[config.mk]
export PLATFORM = sky130hd
export DESIGN_NAME = rv_load_store_unit
export DESIGN_NICKNAME = d
export VERILOG_FILES = /design/src/rtl/rv_load_store_unit.sv
export SDC_FILE = /design/constraint.sdc
export NUM_CORES = 1
export LEC_CHECK = 0
export ABC_AREA = 1
export BUFFER_PORTS_ARGS = -buffer_cell sky130_fd_sc_hd__buf_2
export CORE_MARGIN = 10
export CORE_UTILIZATION = 46
export DETAILED_ROUTE_END_ITERATION = 7
export PLACE_DENSITY = 0.78
export SYNTH_ARGS = -nofsm -noshare
export SYNTH_HDL_FRONTEND = slang
export SYNTH_SLANG_ARGS = --single-unit
[constraint.sdc]
create_clock -name clk -period 1.56 [get_ports clk]
set_input_delay 0.078 -clock clk [delete_from_list [all_inputs] [get_ports clk]]
set_output_delay 0.078 -clock clk [all_outputs]
set_load 0.01 [all_outputs]
[src/rtl/rv_load_store_unit.sv]
// ---------------------------------------------------------------------------
// rv_load_store_unit
//
// Data-memory access stage sitting after the execute ALU. A load or store is
// accepted from the core, checked for a legal funct3 and natural alignment,
// run as a request/grant(/rvalid) transaction on the data bus, and answered
// with extended load data plus an error code. busy stalls the core for the
// whole access.
//
// Handshakes: a transfer happens on a rising edge where valid and ready are
// both high. The unit never drops resp_valid or changes resp_rdata/resp_err
// before resp_ready. mem_req holds addr/we/wstrb/wdata stable until mem_gnt.
//
// Ports:
//   clk, rst_n            clock (rising edge), async active-low reset
//   req_valid/req_ready   request handshake (ready only in IDLE)
//   req_store             1 = store, 0 = load
//   req_funct3            RISC-V funct3 (size and signedness)
//   req_addr, req_wdata   effective address, rs2 store data
//   resp_valid/resp_ready response handshake
//   resp_rdata            extended load data, 0 for stores and errors
//   resp_err              00 ok, 01 misaligned, 10 illegal funct3, 11 timeout
//   busy                  high from acceptance until the response handshake
//   mem_req/mem_gnt       bus request / grant
//   mem_we, mem_addr      write enable, word-aligned address
//   mem_wstrb, mem_wdata  byte strobes, lane-replicated store data
//   mem_rvalid, mem_rdata load data return
//   dbg_state             current FSM state (IDLE=0, REQ=1, WAIT=2, DONE=3)
// ---------------------------------------------------------------------------
module rv_load_store_unit #(
    parameter int TIMEOUT = 64
) (
    input  logic        clk,
    input  logic        rst_n,
    input  logic        req_valid,
    output logic        req_ready,
    input  logic        req_store,
    input  logic [2:0]  req_funct3,
    input  logic [31:0] req_addr,
    input  logic [31:0] req_wdata,
    output logic        resp_valid,
    input  logic        resp_ready,
    output logic [31:0] resp_rdata,
    output logic [1:0]  resp_err,
    output logic        busy,
    output logic        mem_req,
    output logic        mem_we,
    output logic [31:0] mem_addr,
    output logic [3:0]  mem_wstrb,
    output logic [31:0] mem_wdata,
    input  logic        mem_gnt,
    input  logic        mem_rvalid,
    input  logic [31:0] mem_rdata,
    output logic [1:0]  dbg_state
);
    typedef enum logic [1:0] {
        S_IDLE = 2'd0,
        S_REQ  = 2'd1,
        S_WAIT = 2'd2,
        S_DONE = 2'd3
    } state_t;

    localparam int CW = $clog2(TIMEOUT + 1);
    localparam logic [1:0] ERR_OK    = 2'b00;
    localparam logic [1:0] ERR_ALIGN = 2'b01;
    localparam logic [1:0] ERR_F3    = 2'b10;
    localparam logic [1:0] ERR_TMO   = 2'b11;

    state_t        r_state;
    logic [CW-1:0] r_cnt;
    logic          r_store;
    logic [2:0]    r_funct3;
    logic [1:0]    r_off;
    logic          r_req_ready;
    logic          r_resp_valid;
    logic [31:0]   r_resp_rdata;
    logic [1:0]    r_resp_err;
    logic          r_busy;
    logic          r_mem_req;
    logic          r_mem_we;
    logic [31:0]   r_mem_addr;
    logic [3:0]    r_mem_wstrb;
    logic [31:0]   r_mem_wdata;

    logic          w_illegal;
    logic          w_misaligned;
    logic [3:0]    w_wstrb;
    logic [31:0]   w_wdata;
    logic [31:0]   w_shift;
    logic [7:0]    w_byte;
    logic [15:0]   w_half;
    logic [31:0]   w_load;
    logic          w_tmo;

    // Decode of the request presented in IDLE.
    always_comb begin
        w_illegal    = 1'b1;
        w_misaligned = 1'b0;
        w_wstrb      = 4'b1111;
        w_wdata      = req_wdata;
        case (req_funct3)
            3'b000, 3'b001, 3'b010: w_illegal = 1'b0;
            3'b100, 3'b101:         w_illegal = req_store;
            default:                w_illegal = 1'b1;
        endcase
        // funct3[1:0] is the access size: 00 byte, 01 half, 10 word
        case (req_funct3[1:0])
            2'b01:   w_misaligned = req_addr[0];
            2'b10:   w_misaligned = |req_addr[1:0];
            default: w_misaligned = 1'b0;
        endcase
        case (req_funct3[1:0])
            2'b00: begin
                w_wstrb = 4'b0001 << req_addr[1:0];
                w_wdata = {4{req_wdata[7:0]}};
            end
            2'b01: begin
                w_wstrb = 4'b0011 << req_addr[1:0];
                w_wdata = {2{req_wdata[15:0]}};
            end
            default: begin
                w_wstrb = 4'b1111;
                w_wdata = req_wdata;
            end
        endcase
    end

    // Lane extraction and extension of the returned load word.
    always_comb begin
        w_shift = mem_rdata >> {r_off, 3'b000};
        w_byte  = w_shift[7:0];
        w_half  = r_off[1] ? mem_rdata[31:16] : mem_rdata[15:0];
        case (r_funct3)
            3'b000:  w_load = {{24{w_byte[7]}}, w_byte};
            3'b001:  w_load = {{16{w_half[15]}}, w_half};
            3'b100:  w_load = {24'd0, w_byte};
            3'b101:  w_load = {16'd0, w_half};
            default: w_load = mem_rdata;
        endcase
    end

    assign w_tmo = (r_cnt == CW'(TIMEOUT - 1));

    always_ff @(posedge clk or negedge rst_n) begin
        if (!rst_n) begin
            r_state      <= S_IDLE;
            r_cnt        <= '0;
            r_store      <= 1'b0;
            r_funct3     <= 3'b000;
            r_off        <= 2'b00;
            r_req_ready  <= 1'b1;
            r_resp_valid <= 1'b0;
            r_resp_rdata <= 32'd0;
            r_resp_err   <= ERR_OK;
            r_busy       <= 1'b0;
            r_mem_req    <= 1'b0;
            r_mem_we     <= 1'b0;
            r_mem_addr   <= 32'd0;
            r_mem_wstrb  <= 4'b0000;
            r_mem_wdata  <= 32'd0;
        end else begin
            case (r_state)
                S_IDLE: begin
                    if (req_valid) begin
                        r_store     <= req_store;
                        r_funct3    <= req_funct3;
                        r_off       <= req_addr[1:0];
                        r_mem_addr  <= {req_addr[31:2], 2'b00};
                        r_mem_wstrb <= req_store ? w_wstrb : 4'b0000;
                        r_mem_wdata <= req_store ? w_wdata : 32'd0;
                        r_busy      <= 1'b1;
                        r_req_ready <= 1'b0;
                        // illegal funct3 outranks misalignment
                        if (w_illegal || w_misaligned) begin
                            r_state      <= S_DONE;
                            r_resp_valid <= 1'b1;
                            r_resp_rdata <= 32'd0;
                            r_resp_err   <= w_illegal ? ERR_F3 : ERR_ALIGN;
                        end else begin
                            r_state   <= S_REQ;
                            r_cnt     <= '0;
                            r_mem_req <= 1'b1;
                            r_mem_we  <= req_store;
                        end
                    end
                end
                S_REQ: begin
                    if (mem_gnt) begin
                        r_mem_req <= 1'b0;
                        r_mem_we  <= 1'b0;
                        if (r_store) begin
                            r_state      <= S_DONE;
                            r_resp_valid <= 1'b1;
                            r_resp_rdata <= 32'd0;
                            r_resp_err   <= ERR_OK;
                        end else begin
                            r_state <= S_WAIT;
                            r_cnt   <= '0;
                        end
                    end else if (w_tmo) begin
                        r_mem_req    <= 1'b0;
                        r_mem_we     <= 1'b0;
                        r_state      <= S_DONE;
                        r_resp_valid <= 1'b1;
                        r_resp_rdata <= 32'd0;
                        r_resp_err   <= ERR_TMO;
                    end else begin
                        r_cnt <= r_cnt + 1'b1;
                    end
                end
                S_WAIT: begin
                    if (mem_rvalid) begin
                        r_state      <= S_DONE;
                        r_resp_valid <= 1'b1;
                        r_resp_rdata <= w_load;
                        r_resp_err   <= ERR_OK;
                    end else if (w_tmo) begin
                        r_state      <= S_DONE;
                        r_resp_valid <= 1'b1;
                        r_resp_rdata <= 32'd0;
                        r_resp_err   <= ERR_TMO;
                    end else begin
                        r_cnt <= r_cnt + 1'b1;
                    end
                end
                S_DONE: begin
                    // a late mem_rvalid lands here or in IDLE and is ignored
                    if (resp_ready) begin
                        r_state      <= S_IDLE;
                        r_resp_valid <= 1'b0;
                        r_resp_rdata <= 32'd0;
                        r_resp_err   <= ERR_OK;
                        r_busy       <= 1'b0;
                        r_req_ready  <= 1'b1;
                    end
                end
                default: r_state <= S_IDLE;
            endcase
        end
    end

    assign req_ready  = r_req_ready;
    assign resp_valid = r_resp_valid;
    assign resp_rdata = r_resp_rdata;
    assign resp_err   = r_resp_err;
    assign busy       = r_busy;
    assign mem_req    = r_mem_req;
    assign mem_we     = r_mem_we;
    assign mem_addr   = r_mem_addr;
    assign mem_wstrb  = r_mem_wstrb;
    assign mem_wdata  = r_mem_wdata;
    assign dbg_state  = r_state;

endmodule
# ---- Yosys cells after proc, flatten, opt, wreduce, memory -nomap -nowiden
# Index checks and enable logic that the tools add are counted.
dict set report op_classes {
  n_addsub 1
  eq_ne 21
  n_shift 3
  n_mux 60
  reduce_logical 17
}
# operator count
set ops {}
lappend ops {{2-to-1 mux 32 bit} 8}
lappend ops {{case mux 32 bit (4 select lines)} 2}
lappend ops {{case mux 32 bit (2 select lines)} 1}
lappend ops {{2-to-1 mux 7 bit} 6}
lappend ops {{>> shifter 32 x 5 -> 8 bit} 1}
lappend ops {{2-to-1 mux 2 bit} 13}
lappend ops {{case mux 7 bit (3 select lines)} 1}
lappend ops {{2-to-1 mux 1 bit} 17}
lappend ops {{2-to-1 mux 16 bit} 1}
lappend ops {{case mux 2 bit (4 select lines)} 2}
lappend ops {{== test 3 bit, second input constant} 4}
lappend ops {{case mux 1 bit (2 select lines)} 6}
lappend ops {{!= test 2 bit, second input constant} 5}
lappend ops {{!= test 3 bit, second input constant} 3}
lappend ops {{case mux 4 bit (2 select lines)} 1}
lappend ops {{AND reduction 4 bit} 2}
lappend ops {{adder 7 x 1 -> 7 bit, second input constant} 1}
lappend ops {{== test 7 x 6 -> 1 bit, second input constant} 1}
lappend ops {{== test 2 bit, second input constant} 3}
lappend ops {{== test 3 x 1 -> 1 bit, second input constant} 2}
lappend ops {{logical NOT 3 bit} 2}
lappend ops {{AND reduction 5 bit} 1}
lappend ops {{== test 2 x 1 -> 1 bit, second input constant} 2}
lappend ops {{logical NOT 2 bit} 2}
lappend ops {{other kinds (12)} 15}
dict set report totals {
  register_bits 120
  in_bits 106
  word_cells 117
}

# ---- Depth between registers and ports, before layout
# Gate-level depths: netlist of the first run.
dict set report depth {
  word_depth 7
  mapped_depth 13
}

# ---- Worst setup path after synthesis of the first run
# Ideal clock, no wire load.
dict set report synth_path {
  kind {reg-to-reg}
  from {register r_state[0], in the netlist dbg_state[0]}
  to {register r_resp_rdata[23], in the netlist resp_rdata[23]}
  setup_time_ns 0.117
  t_arrival_ns 1.640
  required_time_ns 1.443
  setup_slack_ns -0.198
  path_stages_with_launch 12
  path_buffers 1
  cell_sequence {dfrtp_1 > inv_1 > ha_1 > inv_2 > or2_1 > nand2_2 > inv_2 > nand3_4 > nor2_4 > buf_2 > nand3_1 > nand2_1}
}
dict set report synth_via {
  elab_chain_len 3
  elab_cells_between_ends 10
}
# item line_no
set synth_rtl {}
lappend synth_rtl {{start, declared} 69} ;# state_t r_state;
lappend synth_rtl {{start signal, assigned} 146} ;# r_state <= S_IDLE;
lappend synth_rtl {{start signal, assigned} 175} ;# r_state <= S_DONE;
lappend synth_rtl {{start signal, assigned} 180} ;# r_state <= S_REQ;
lappend synth_rtl {{== test 2 x 1 -> 1 bit, or another cell as far along} 162} ;# case (r_state)
lappend synth_rtl {{!= test 3 bit (no source line) or != test 2 bit (tied branches)} -}
lappend synth_rtl {{AND reduction 4 bit (no source line)} -}
lappend synth_rtl {{end signal, assigned} 215} ;# r_resp_rdata <= w_load;
lappend synth_rtl {{end, declared} 76} ;# logic [31:0] r_resp_rdata;
# Several ways; a longest one is shown, not always the timed one.
# A chain may end at the register's enable or synchronous reset.

# ---- Worst setup path after layout of the first run
dict set report layout_path {
  from {register r_state[0], in the netlist dbg_state[0]}
  to {register r_resp_rdata[7], in the netlist resp_rdata[7]}
}
# Same word-level chain as after synthesis.

==> results.txt, run 1 <==
The tools report the core outline area as 13200 um2. For the met3 routed wirelength, the log shows 3410 um. The top cell type's share of synthesized area was 0.485; the worst voltage drop across the vdd grid was 0.00106 V.

The logs give 78 for the largest net degree at the start of global routing and 2 for the initial antenna violation count. No sink is reached through more buffers than the 2 on the longest clock path. After floorplanning, the core was divided into 42 placement rows.

The global-route congestion overflow total was 0; the part of the cycle the worst path needs was 1.12. Among all flip-flop cells after synthesis, the most frequent one is sky130_fd_sc_hd__dfrtp_1. The checks that failed: setup timing.

The tools report the max-slew headroom at the worst pin as 0.606. Clock tree synthesis selected as its root buffer the cell sky130_fd_sc_hd__clkbuf_16. TritonCTS built the clock tree. In this run the static leakage power is 0.00546 uW. Of all nets on the critical path, the largest fanout is 8. The die is 136 um wide. For the gate count of the mapped netlist, the log shows 804.

The flip-flop and latch area came out at 3010 um2. The worst setup path is captured at a flop. The final layout contains routed wiring with a total length of 28600 um. The share of post-route cells with drive strength above 1 is 0.394. During synthesis, Yosys emitted a total of 0 warnings. The max-slew violation count is 0.

The total number of nets in the final design came out at 1272. The share of flip-flops with an asynchronous set or reset after synthesis was 1.00; the worst-margin pin slew was 0.592 ns. The worst path in the final design needs a cycle of 1.75 ns, including I/O delays and setup. Across the run, the number of max-cap violations was 0. The count of input and output buffers is 212, and the total die area is 18400 um2. The origin of the worst setup path is dbg_state[0]$_DFFE_PN0P_. Yosys mapped the design onto 37 distinct sky130hd cell types.

The height of the die is 136 um, and the worst clock skew is 0.0104 ns. After detailed placement, the design holds a cell count of 1216. In the final routed layout, each cell accounts on average for 21.2 um.

The logs give 938 for the iteration-0 DRC count of the detailed router and 3330 um2 for the multi-input logic area. The flow ran to the end, but the final reports show violations. The power per unit of standard cell area is 1940 nW/um2, and the all-layer global routing usage is 0.247. Area added between synthesis and finish: 65.5%. The run gives 1.93 ns as the data required time at the worst endpoint. For this block, the via count after detailed routing is 7626. Setup repair after global routing could not meet its margin everywhere. Critical path start-end classification: reg -> reg. The worst hold path belongs to the class in -> reg. In this run the count of I/O pins placed on the die edge is 215. For this run, design rule violations remaining after detail routing come to 0.

The worst setup path is launched from a flop. Routability-driven placement finished with a final weighted congestion of 0.904. The TritonCTS sink count was 120. The tools report the wire length of the first global-routing pass as 36400 um.

The H-tree generated during clock tree synthesis spans 4 levels. The logs give 0.771 for the utilization after layout and 0.572 GHz for the highest clock frequency the design can meet. The average instance in the mapped netlist occupies 7.64 um2.

Ranked by total cell area, the synthesized netlist is headed by sky130_fd_sc_hd__dfrtp_1 48%, sky130_fd_sc_hd__nand2_1 21%, sky130_fd_sc_hd__o21ai_0 4.2%. Of all cell types, the one taking the most synthesized area is sky130_fd_sc_hd__dfrtp_1. The run gives -0.188 ns as the final worst slack. After synthesis, the most frequently instantiated cells are 348 x sky130_fd_sc_hd__nand2_1, 119 x sky130_fd_sc_hd__dfrtp_1, 52 x sky130_fd_sc_hd__o21ai_0, 50 x sky130_fd_sc_hd__inv_1, 38 x sky130_fd_sc_hd__nand3_1. Counting the buffers created by CTS gives 17. The startpoint of the worst-slack reg-to-reg timing path is dbg_state[0]$_DFFE_PN0P_.

Once layout is complete, the cells apart from fillers number 1349. In this run, synthesis inferred 0 flip-flops with an integrated enable. The final HPWL from detailed placement is 14800 um, and the worst hold margin is 0.00932 ns. The clock transition at the register clock pins on the worst setup and hold paths after CTS works out to 0.06 ns. Data on the critical path arrives at its endpoint at 2.11 ns. The count of final hold-check violations was 0. The clock insertion delay at the later pin of the skew report was 0.43 ns; the post-synth design cell area was 6150 um2. The number of fill cells in the layout was 782; the portion of the post-synthesis area used by sequential elements was 0.489. The pre-CTS worst setup slack was -0.130 ns; the number of detailed-routing iterations run before antenna repair was 5. The startpoint of the most critical hold path is mem_rdata[16]. For the wire length on met1, the log shows 9940 um. The via count normalized by instance count is 5.65, and the starting density of the core is 0.466.

The logs give 49 for the number of setup violations in the final report and 7147 for the via count of the first global-routing pass. After detailed routing, the met2 layer carries 13700 um of wire. The most frequently used cell type in the post-synthesis netlist is sky130_fd_sc_hd__nand2_1. The run gives 0 as the post-detailed-route count of antenna-violating nets. Counting flops and latches in the post-synthesis netlist gives 120. The highest layer touched by signal routing is met4.
## sequential cells by signal, summed over array words and instances, names as in the netlist
name / flops
mem_wstrb: 4
r_funct3: 3
resp_rdata: 32
mem_wdata: 32
busy: 1
r_cnt: 7
mem_we: 1
mem_addr: 30
r_off: 2
req_ready: 1
r_store: 1
resp_valid: 1
resp_err: 2
dbg_state: 2
mem_req: 1
## through the flow
stage / area (um2) / setup TNS (ns) / power, uW
global route: 10200 / -9.49 / 20600
detailed placement: 7860 / -4.48 / 12600
CTS: 9160 / -3.22 / 16500
finish: 10200 / -6.30 / 19800
floorplan: 6210 / -2.67 / 9280
global placement: 7860 / -2.76 / 12400
## repair_timing
| action | CTS | global route |
|---|---|---|
| gates cloned | 0 | 14 |
| setup buffers | 5 | 13 |
| hold endpoints to repair | 187 | 0 |
| pin swaps | 1 | 52 |
| hold buffers | 68 | 0 |
| gates resized for setup | 11 | 137 |
| endpoints found under the setup margin | 52 | 108 |
## layout make-up
class	instances	share of cell area
clock buffers	19	0.0426
flip-flops and latches	120	0.295
repair buffers	375	0.280
multi-input cells	588	0.327
clock inverters	13	0.00984
well taps	176	0.0217
inverters	56	0.0225
diodes	2	0.000492
## path summary, 6_finish.rpt
kind	cells past startpoint	endpoint	slack, ns
min reg2reg	2	resp_rdata[16]$_DFFE_PN0P_	0.47
max	11	resp_rdata[7]$_DFFE_PN0P_	-0.19
min	5	resp_rdata[16]$_DFFE_PN0P_	0.009
max in group asynchronous	3	mem_wdata[20]$_DFFE_PN0P_	0.88
min in group asynchronous	2	resp_rdata[12]$_DFFE_PN0P_	0.08
max reg2reg	11	resp_rdata[7]$_DFFE_PN0P_	-0.19
## where the power goes
part           leakage (uW)  internal [uW]  switching, uW  total, uW
registers           0.00157           4270            906       5170
clock network      0.000246           2040           1620       3660
logic               0.00364           4750           6180      10900
## kinds of logic (layout without fill, tap and decap cells)
| kind of cell | Yosys count | after routing | synth area share |
|---|---|---|---|
| AO/OA/AOI/OAI | 130 | 130 | 0.123 |
| XOR/XNOR | 1 | 1 | 0.00143 |
| adder cells (fa/ha/maj) | 8 | 8 | 0.0163 |
| buffers and inverters | 97 | 463 | 0.0696 |
| flip-flops | 120 | 120 | 0.489 |
| other | 1 | 4 | 0.000610 |
| AND/OR/NAND/NOR | 447 | 447 | 0.300 |
## routing by layer
| metal | track usage | vias up |
|---|---|---|
| met5 | 0 | - |
| met4 | 0.115 | 0 |
| met3 | 0.102 | 161 |
| met2 | 0.399 | 618 |
| met1 | 0.278 | 3563 |
| li1 | - | 3284 |
## placed cells by master, fill, tap and decap left out, types with 6 or more instances in the layout
cell type / Yosys / final
sky130_fd_sc_hd__o21ai_0: 52 / 49
sky130_fd_sc_hd__inv_2: 4 / 8
sky130_fd_sc_hd__nor2_1: 36 / 34
sky130_fd_sc_hd__buf_6: 5 / 12
sky130_fd_sc_hd__nand2_1: 348 / 299
sky130_fd_sc_hd__clkbuf_16: 0 / 27
sky130_fd_sc_hd__buf_2: 7 / 211
sky130_fd_sc_hd__o21a_1: 7 / 7
sky130_fd_sc_hd__dlygate4sd3_1: 0 / 68
sky130_fd_sc_hd__buf_12: 0 / 12
sky130_fd_sc_hd__a31oi_1: 9 / 8
sky130_fd_sc_hd__nand2_4: 3 / 12
sky130_fd_sc_hd__clkinvlp_4: 0 / 6
sky130_fd_sc_hd__nand2_2: 1 / 38
sky130_fd_sc_hd__inv_1: 50 / 42
sky130_fd_sc_hd__buf_4: 4 / 61
sky130_fd_sc_hd__nand3_2: 1 / 15
sky130_fd_sc_hd__o31ai_4: 0 / 15
sky130_fd_sc_hd__nand3_1: 38 / 23
sky130_fd_sc_hd__a21oi_1: 30 / 27
sky130_fd_sc_hd__o211ai_1: 8 / 8
sky130_fd_sc_hd__dfrtp_1: 119 / 118
## critical path, cell delays in order (launching register included)
cell and delay (ns):
sky130_fd_sc_hd__dfrtp_1 0.40, sky130_fd_sc_hd__buf_6 0.13, sky130_fd_sc_hd__ha_4 0.15, sky130_fd_sc_hd__inv_2 0.05, sky130_fd_sc_hd__or2_4 0.13, sky130_fd_sc_hd__nand2_4 0.06, sky130_fd_sc_hd__inv_4 0.06, sky130_fd_sc_hd__nand3_4 0.11
sky130_fd_sc_hd__nor2_4 0.24, sky130_fd_sc_hd__clkbuf_16 0.22, sky130_fd_sc_hd__nand3_2 0.06, sky130_fd_sc_hd__nand2_1 0.07
No activity file was read; power rests on OpenSTA's default activity.
==> run 2: changes to the inputs <==
Settings changed: CORE_UTILIZATION 46 to 47, CTS_BUF_LIST set to sky130_fd_sc_hd__clkbuf_4 sky130_fd_sc_hd__clkbuf_8, PLACE_DENSITY 0.78 to 0.8.
==> results.txt, run 2 (same netlist as run 1, synthesis figures left out) <==
The flow ran to the end, but the final reports show violations. Violated checks: setup timing (unchanged). Counting stages on the worst path, the most repeated cell is sky130_fd_sc_hd__inv_4. The max-slew violation count was 0 (unchanged); the final critical-path required period was 1.68 ns (was 1.75 ns). TritonCTS built the clock tree. The total number of nets in the final design was 1272 (unchanged).

Highest clock frequency the design can meet: 0.596 GHz (was 0.572 GHz). The cell row count was 41 (was 42). Setup repair after global routing could not meet its margin everywhere. The worst-margin pin slew is 0.802 ns (was 0.592 ns). The clock transition at the register clock pins on the worst setup and hold paths after CTS was 0.07 ns (was 0.06 ns). The power per unit of standard cell area was 1760 nW/um2 (was 1940 nW/um2). The initial antenna violation count was 3 (was 2). The count of final hold-check violations is 0 (unchanged). The slowest cell on the critical path is sky130_fd_sc_hd__dfrtp_2 (was sky130_fd_sc_hd__dfrtp_1). The logs give 7348 (was 7147) for the via count of the first global-routing pass and -0.118 ns (was -0.188 ns) for the final worst slack.

For the starting density of the core, the log shows 0.483 (was 0.466). The share of post-route cells with drive strength above 1 came out at 0.327 (was 0.394). The capture point of the worst reg-to-reg path was mem_wdata[15]$_DFFE_PN0P_ (was resp_rdata[7]$_DFFE_PN0P_). Startpoint of the most critical hold path: mem_rdata[15] (was mem_rdata[16]).

The critical path start-end classification is reg -> reg (unchanged). The utilization after layout is 0.749 (was 0.771), and the worst-path maximum fanout is 6 (was 8). Worst min-delay path category: in -> reg (unchanged). The kind of capture point of the worst setup path is a flop (unchanged).

The run gives 78 (unchanged) as the largest net degree at the start of global routing. The logs give 12700 um2 (was 13200 um2) for the core outline area and 26800 um (was 28600 um) for the wire length reported by the detailed router. The depth of the worst register-to-register path came out at 8 (was 11). The run gives 0 (unchanged) as the global-route congestion overflow total. The number of DRC violations after detailed routing was 0 (unchanged); the post-detailed-route wirelength per cell was 19.9 um (was 21.2 um).

The run gives 16800 uW (was 19800 uW) as the total design power. The buffer and inverter count on the worst path was 4 (unchanged); the total die area was 18000 um2 (was 18400 um2). The TritonCTS sink count is 120 (unchanged). The max-slew headroom at the worst pin came out at 0.465 (was 0.606). The tools report the startpoint type of the worst setup path as a flop (unchanged).

The most common cell after layout, fill and taps aside was sky130_fd_sc_hd__nand2_1 (unchanged). The wire length of the first global-routing pass is 37200 um (was 36400 um), and the data required time at the worst endpoint is 1.90 ns (was 1.93 ns). Leakage power summed over all cells: 0.00519 uW (was 0.00546 uW). The final HPWL from detailed placement was 14800 um (about the same); the number of detailed-routing iterations run before antenna repair was 6 (was 5). Register-to-register path setup slack: -0.12 ns (was -0.19 ns).

The clock root buffer was sky130_fd_sc_hd__clkbuf_8 (was sky130_fd_sc_hd__clkbuf_16). The height of the die was 134 um (was 136 um). The total number of H-tree levels is 4 (unchanged), and the via count of the routed design is 7455 (was 7626). The tools report the number of violations of the max-capacitance limit as 0 (unchanged). The all-layer global routing usage was 0.256 (was 0.247); the count of input and output buffers was 212 (unchanged). The clock tree buffer depth is 2 (unchanged). Worst voltage drop across the vdd grid: 0.00119 V (was 0.00106 V). The maximum cell stage delay along the critical path is 0.45 ns (was 0.40 ns). The arrival time at the worst endpoint was 2.02 ns (was 2.11 ns); the floorplan die width was 134 um (was 136 um). Iteration-0 DRC count of the detailed router: 811 (was 938). The area added between synthesis and finish was 55.0% (was 65.5%); the number of cells on the worst hold path was 5 (unchanged). The part of the cycle the worst path needs is 1.08 (was 1.12), and the post-detailed-route count of antenna-violating nets is 0 (unchanged). The weighted congestion at the end of routability-driven global placement came out at 0.923 (was 0.904). Ordered cell list for the critical path: inv_4 > ha_4 > buf_4 > nand2_4 > inv_4 > nand2_8 > clkbuf_16 > o31ai_4 (was buf_6 > ha_4 > inv_2 > or2_4 > nand2_4 > inv_4 > nand3_4 > nor2_4 > clkbuf_16 > nand3_2 > nand2_1).

The tools report the number of top-level pins as 215 (unchanged). For the number of setup violations in the final report, the log shows 41 (was 49). The run gives 17 (unchanged) as the number of buffers inserted during clock tree synthesis.

The via count normalized by instance count was 5.54 (was 5.65). The endpoint with the worst hold slack was resp_rdata[15]$_DFFE_PN0P_ (was resp_rdata[16]$_DFFE_PN0P_). The run gives 0.47 ns (was 0.43 ns) as the clock insertion delay at the later pin of the skew report. The startpoint of the worst-slack reg-to-reg timing path is dbg_state[1]$_DFFE_PN0P_ (was dbg_state[0]$_DFFE_PN0P_).

The worst clock skew was 0.0111 ns (was 0.0104 ns). The family of cells with the greatest summed delay on the critical path was buffers and inverters (was simple AND/OR/NAND/NOR gates). Commonest cells after routing, fill and taps aside: 342 x sky130_fd_sc_hd__nand2_1, 211 x sky130_fd_sc_hd__buf_2, 118 x sky130_fd_sc_hd__dfrtp_1 (was 299 x sky130_fd_sc_hd__nand2_1, 211 x sky130_fd_sc_hd__buf_2, 118 x sky130_fd_sc_hd__dfrtp_1).
==> run 2: worst max path at each step <==
stage | from | endpoint | slack (ns) | cells past startpoint
after floorplan | dbg_state[0]$_DFFE_PN0P_ | resp_rdata[0]$_DFFE_PN0P_ | -0.08 | 11
after global placement | dbg_state[1]$_DFFE_PN0P_ | r_cnt[3]$_DFFE_PN0P_ | -0.09 | 8
after detailed placement | dbg_state[0]$_DFFE_PN0P_ | resp_rdata[28]$_DFFE_PN0P_ | -0.14 | 10
after CTS | dbg_state[0]$_DFFE_PN0P_ | resp_rdata[28]$_DFFE_PN0P_ | -0.11 | 10
after global routing | dbg_state[1]$_DFFE_PN0P_ | resp_rdata[31]$_DFFE_PN0P_ | -0.20 | 10
final | dbg_state[1]$_DFFE_PN0P_ | mem_wdata[15]$_DFFE_PN0P_ | -0.12 | 8
==> run 2: cell type report <==
| class | instances | area (um2) |
|---|---|---|
| tap | 172 | 215 |
| timing repair inverter | 1 | 5.00 |
| multi-input combinational | 588 | 3000 |
| clock buffer | 21 | 283 |
| fill | 868 | 3190 |
| clock inverter | 11 | 98.8 |
| sequential | 120 | 3010 |
| antenna | 3 | 7.51 |
| timing repair buffer | 374 | 2690 |
| inverter | 56 | 226 |
==> run 2: worst register-to-register path: stages, from the launching register on <==
cell and delay, ns:
sky130_fd_sc_hd__dfrtp_2 0.45, sky130_fd_sc_hd__inv_4 0.09, sky130_fd_sc_hd__ha_4 0.14, sky130_fd_sc_hd__buf_4 0.12
sky130_fd_sc_hd__nand2_4 0.06, sky130_fd_sc_hd__inv_4 0.08, sky130_fd_sc_hd__nand2_8 0.09, sky130_fd_sc_hd__clkbuf_16 0.19
sky130_fd_sc_hd__o31ai_4 0.34
==> run 2: where the power goes <==
| group | switching [uW] | total, uW | leakage (uW) | internal [uW] |
|---|---|---|---|---|
| logic | 5270 | 8890 | 0.00344 | 3620 |
| clock network | 1400 | 2790 | 0.000179 | 1390 |
| registers | 842 | 5100 | 0.00157 | 4260 |
==> run 2: routing by layer <==
metal  wire [um]  vias up  track usage
li1            -     3285            -
met1        9480     3437        0.285
met2       12400      588        0.411
met3        3380      145        0.108
met4        1540        0        0.133
met5           0        -            0
==> run 2: per-stage QoR <==
step                cell area [um2]  hold WS (ns)  setup slack (ns)  TNS [ns]  cells
floorplan                      6210        -0.218           -0.0805     -2.67    805
global placement               7820        0.0384           -0.0870     -2.27   1210
detailed placement             7820        0.0399            -0.137     -4.07   1210
CTS                            9080       0.00156            -0.111     -2.94   1329
global route                   9530        0.0448            -0.201     -7.92   1345
finish                         9530        0.0300            -0.118     -3.18   1346
==> run 2: what timing repair did <==
| action | 4_1_cts | 5_1_grt |
|---|---|---|
| cloned | 0 | 6 |
| hold endpoints to repair | 204 | 0 |
| hold buffers | 84 | 0 |
| pin swaps | 0 | 6 |
| buffers inserted | 3 | 8 |
| resized for setup | 10 | 49 |
| endpoints found under the setup margin | 43 | 117 |
==> run 3: changes to the inputs <==
Settings changed: ABC_AREA 1 to unset, CORE_UTILIZATION 47 to 46, CTS_CLUSTER_SIZE set to 25, PLACE_DENSITY 0.8 to 0.79.
==> results.txt, run 3 <==
Worst min-delay path category: in -> reg (unchanged). The run gives 0.464 (was 0.483) as the starting density of the core. The power per unit of standard cell area works out to 1760 nW/um2 (about the same).

Commonest cells after routing, fill and taps aside: 211 x sky130_fd_sc_hd__buf_2, 117 x sky130_fd_sc_hd__dfrtp_1, 104 x sky130_fd_sc_hd__dlygate4sd3_1 (was 342 x sky130_fd_sc_hd__nand2_1, 211 x sky130_fd_sc_hd__buf_2, 118 x sky130_fd_sc_hd__dfrtp_1). The number of setup violations in the final report is 113 (was 41). The share of flip-flops with an asynchronous set or reset after synthesis is 1.00 (unchanged).

The via count of the first global-routing pass is 6899 (was 7348). The number of enable-type register cells in the synthesized netlist works out to 0 (unchanged). The startpoint of the most critical hold path was mem_rvalid (was mem_rdata[15]). The final worst slack came out at -0.379 ns (was -0.118 ns).

TritonCTS built the clock tree. Post-synth design cell area: 5810 um2 (was 6150 um2). The family of cells with the greatest summed delay on the critical path was buffers and inverters (unchanged). The final critical-path required period was 1.94 ns (was 1.68 ns).

For the via count of the routed design, the log shows 6441 (was 7455). The post-detailed-route wirelength per cell works out to 20.6 um (was 19.9 um). For the number of buffers inserted during clock tree synthesis, the log shows 17 (unchanged).

The critical path start-end classification was reg -> reg (unchanged). The number of top-level pins is 215 (unchanged). Violated checks: setup timing (unchanged).

The non-filler instance count after layout was 1175 (was 1346); the count of input and output buffers was 212 (unchanged). The cell row count was 41 (unchanged); the sum of negative setup slack was -19.14 ns (was -3.18 ns). The largest net degree at the start of global routing was 36 (was 78). The yosys synthesis warning count was 0 (unchanged); the depth of the worst register-to-register path was 10 (was 8). The final HPWL from detailed placement came out at 14000 um (was 14800 um).

The data required time at the worst endpoint is 1.89 ns (was 1.90 ns), and the gate count of the mapped netlist is 598 (was 804). The worst voltage drop across the vdd grid came out at 0.00101 V (was 0.00119 V). Clock root buffer: sky130_fd_sc_hd__clkbuf_8 (unchanged). Ordered cell list for the critical path: inv_2 > ha_4 > nor2b_4 > a311oi_2 > buf_4 > buf_4 > o221ai_2 > buf_12 > nand2_1 > o21ai_1 (was inv_4 > ha_4 > buf_4 > nand2_4 > inv_4 > nand2_8 > clkbuf_16 > o31ai_4). The global-route congestion overflow total was 0 (unchanged); the count of final hold-check violations was 0 (unchanged). The height of the die came out at 132 um (was 134 um). The number of violations of the max-capacitance limit is 0 (unchanged), and the post-synthesis compound-gate area fraction is 0.201 (was 0.123).

The wire length of the first global-routing pass is 38100 um (was 37200 um). List of most frequent post-synthesis cells: 119 x sky130_fd_sc_hd__dfrtp_1, 110 x sky130_fd_sc_hd__nand2_1, 80 x sky130_fd_sc_hd__o21ai_0, 35 x sky130_fd_sc_hd__a21oi_1, 33 x sky130_fd_sc_hd__mux2_2 (was 348 x sky130_fd_sc_hd__nand2_1, 119 x sky130_fd_sc_hd__dfrtp_1, 52 x sky130_fd_sc_hd__o21ai_0, 50 x sky130_fd_sc_hd__inv_1, 38 x sky130_fd_sc_hd__nand3_1). Synth top area cells: sky130_fd_sc_hd__dfrtp_1 51%, sky130_fd_sc_hd__nand2_1 7.1%, sky130_fd_sc_hd__o21ai_0 6.9% (was sky130_fd_sc_hd__dfrtp_1 48%, sky130_fd_sc_hd__nand2_1 21%, sky130_fd_sc_hd__o21ai_0 4.2%). The post-synthesis register bit count was 120 (unchanged); the clock tree buffer depth was 2 (unchanged). The weighted congestion at the end of routability-driven global placement was 0.876 (was 0.923). The worst-path maximum fanout came out at 32 (was 6).

The floorplan die width came out at 132 um (was 134 um). Cell type with the largest total area after synthesis: sky130_fd_sc_hd__dfrtp_1 (unchanged). For the post-detailed-route count of antenna-violating nets, the log shows 0 (unchanged). Iteration-0 DRC count of the detailed router: 473 (was 811).

The startpoint type of the worst setup path is a flop (unchanged). The run gives 0.00488 uW (was 0.00519 uW) as the leakage power summed over all cells. The slowest cell on the critical path is sky130_fd_sc_hd__dfrtp_2 (unchanged).

The run gives 1104 (was 1272) as the total number of nets in the final design. Mux contribution to synthesized area: 0.0850 (was 0). Setup repair after global routing could not meet its margin everywhere. The portion of the post-synthesis area used by sequential elements was 0.517 (was 0.489); the pre-CTS worst setup slack was -0.330 ns (was -0.137 ns). The worst clock skew came out at 0.0102 ns (was 0.0111 ns). The arrival time at the worst endpoint was 2.27 ns (was 2.02 ns); the post-synthesis share of cell area spent on and, or, nand and nor gates was 0.144 (was 0.300). The buffer and inverter count on the worst path came out at 4 (unchanged). The number of cells on the worst hold path was 3 (was 5). The leading register cell type out of synthesis was sky130_fd_sc_hd__dfrtp_1 (unchanged).

Part of the cycle the worst path needs: 1.24 (was 1.08). For the number of DRC violations after detailed routing, the log shows 0 (unchanged). The most common cell after layout, fill and taps aside was sky130_fd_sc_hd__buf_2 (was sky130_fd_sc_hd__nand2_1).

Capture point of the worst reg-to-reg path: resp_rdata[30]$_DFFE_PN0P_ (was mem_wdata[15]$_DFFE_PN0P_). The via count normalized by instance count was 5.48 (was 5.54). The total number of H-tree levels came out at 4 (unchanged). The clock transition at the register clock pins on the worst setup and hold paths after CTS is 0.07 ns (about the same), and the area added between synthesis and finish is 69.1% (was 55.0%).

The run finished, with violations left. The area share of xor/xnor cells in the synthesized design is 0 (was 0.00143), and the worst hold margin is 0.0472 ns (was 0.0300 ns). The top cell type's share of synthesized area is 0.512 (was 0.485), and the core outline area is 12500 um2 (was 12700 um2). The adder-cell share of the synthesized area is 0.0172 (was 0.0163). Max-slew violation count: 0 (unchanged). The share of post-route cells with drive strength above 1 was 0.436 (was 0.327). Kind of capture point of the worst setup path: a flop (unchanged). The startpoint of the worst-slack reg-to-reg timing path was dbg_state[1]$_DFFE_PN0P_ (unchanged).

The cell total after placement is 1005 (was 1210), and the initial antenna violation count is 2 (was 3). For the clock insertion delay at the later pin of the skew report, the log shows 0.46 ns (was 0.47 ns). The highest clock frequency the design can meet is 0.516 GHz (was 0.596 GHz). The maximum cell stage delay along the critical path was 0.44 ns (was 0.45 ns); the average cell area after synthesis was 9.72 um2 (was 7.64 um2). The register-to-register path setup slack was -0.38 ns (was -0.12 ns); the distinct cell type count of the synthesized netlist was 54 (was 37). Combinational family with the most area after synthesis: compound AO/OA/AOI/OAI gates (was simple AND/OR/NAND/NOR gates). The endpoint with the worst hold slack is dbg_state[0]$_DFFE_PN0P_ (was resp_rdata[15]$_DFFE_PN0P_). The tools report the wire length reported by the detailed router as 24200 um (was 26800 um).

The all-layer global routing usage was 0.271 (was 0.256); the TritonCTS sink count was 120 (unchanged). The most frequently used cell type in the post-synthesis netlist is sky130_fd_sc_hd__dfrtp_1 (was sky130_fd_sc_hd__nand2_1). The cell type with the highest occurrence count on the critical path is sky130_fd_sc_hd__buf_4 (was sky130_fd_sc_hd__inv_4). The number of detailed-routing iterations run before antenna repair was 5 (was 6). The total die area is 17500 um2 (was 18000 um2).
run 3: changes by cell type in the layout (fill, tap and decap cells not counted), moves of 15 or more:
| cell | before | now |
|---|---|---|
| sky130_fd_sc_hd__nand2_1 | 342 | 88 |
| sky130_fd_sc_hd__nand2_2 | 4 | 20 |
| sky130_fd_sc_hd__nor2_1 | 35 | 20 |
| sky130_fd_sc_hd__mux2_4 | 0 | 20 |
| sky130_fd_sc_hd__inv_1 | 45 | 12 |
| sky130_fd_sc_hd__nand3_1 | 36 | 9 |
| sky130_fd_sc_hd__o21ai_1 | 8 | 57 |
| sky130_fd_sc_hd__o21ai_0 | 47 | 23 |
| sky130_fd_sc_hd__dlygate4sd3_1 | 84 | 104 |
run 3: final cells by class:
| cell class | instances | area (um2) |
|---|---|---|
| clock buffers | 20 | 263 |
| clock inverters | 10 | 105 |
| fillers | 768 | 2690 |
| repair buffers | 409 | 3210 |
| flip-flops and latches | 120 | 3010 |
| well taps | 172 | 215 |
| inverters | 14 | 55.1 |
| multi-input cells | 428 | 2970 |
| diodes | 2 | 5.00 |
run 3: layer usage:
layer,vias up,part of all wire,GRT usage
met2,372,0.48,0.447
met3,64,0.10,0.0961
met1,3092,0.38,0.308
li1,2913,-,-
met5,-,0,0
met4,0,0.033,0.125
run 3: timing repair:
item,in CTS,in global routing
resized for setup,142,11
pin swaps,39,2
cloned,10,0
hold buffers,104,0
hold endpoints to repair,220,0
buffers inserted,22,4
endpoints found under the setup margin,114,115
run 3: per-stage QoR:
| step | total power, uW | utilization | area, um2 |
|---|---|---|---|
| final | 17300 | 0.785 | 9830 |
| after global placement | 12000 | 0.601 | 7520 |
| after CTS | 16800 | 0.780 | 9760 |
| after floorplan | 9210 | - | 5920 |
| after detailed placement | 12200 | 0.601 | 7520 |
| after global routing | 18200 | 0.785 | 9830 |
run 3: worst max-delay path by stage:
stage                                        start                    endpoint  slack (ns)  cells past startpoint
after floorplan           dbg_state[0]$_DFFE_PN0P_        r_cnt[3]$_DFFE_PN0P_       -0.32                      6
after CTS                 dbg_state[0]$_DFFE_PN0P_        r_cnt[3]$_DFFE_PN0P_       -0.31                      6
final                     dbg_state[1]$_DFFE_PN0P_  resp_rdata[30]$_DFFE_PN0P_       -0.38                     10
after detailed placement  dbg_state[1]$_DFFE_PN0P_  resp_rdata[23]$_DFFE_PN0P_       -0.33                      8
after global placement    dbg_state[0]$_DFFE_PN0P_  resp_rdata[23]$_DFFE_PN0P_       -0.26                      8
after global routing      dbg_state[1]$_DFFE_PN0P_  resp_rdata[30]$_DFFE_PN0P_       -0.42                     10
run 3: cells by family after synthesis:
group	after synthesis
and+or+nand+nor	187
muxes	44
DFF	120
buffers and inverters	51
other	1
adders and majority gates	8
AOI/OAI and AO/OA	187
run 3: worst reg2reg max path, stage by stage (launching register included):
cell and delay (ns):
sky130_fd_sc_hd__dfrtp_2 0.44, sky130_fd_sc_hd__inv_2 0.08, sky130_fd_sc_hd__ha_4 0.17, sky130_fd_sc_hd__nor2b_4 0.13
sky130_fd_sc_hd__a311oi_2 0.22, sky130_fd_sc_hd__buf_4 0.20, sky130_fd_sc_hd__buf_4 0.11, sky130_fd_sc_hd__o221ai_2 0.09
sky130_fd_sc_hd__buf_12 0.19, sky130_fd_sc_hd__nand2_1 0.11, sky130_fd_sc_hd__o21ai_1 0.08
run 3: where the power goes:
group,leakage (uW),internal [uW],switching (uW)
registers,0.00155,4340,880
logic,0.00314,4600,4710
clock network,0.000191,1460,1270
total,0.00488,10400,6860
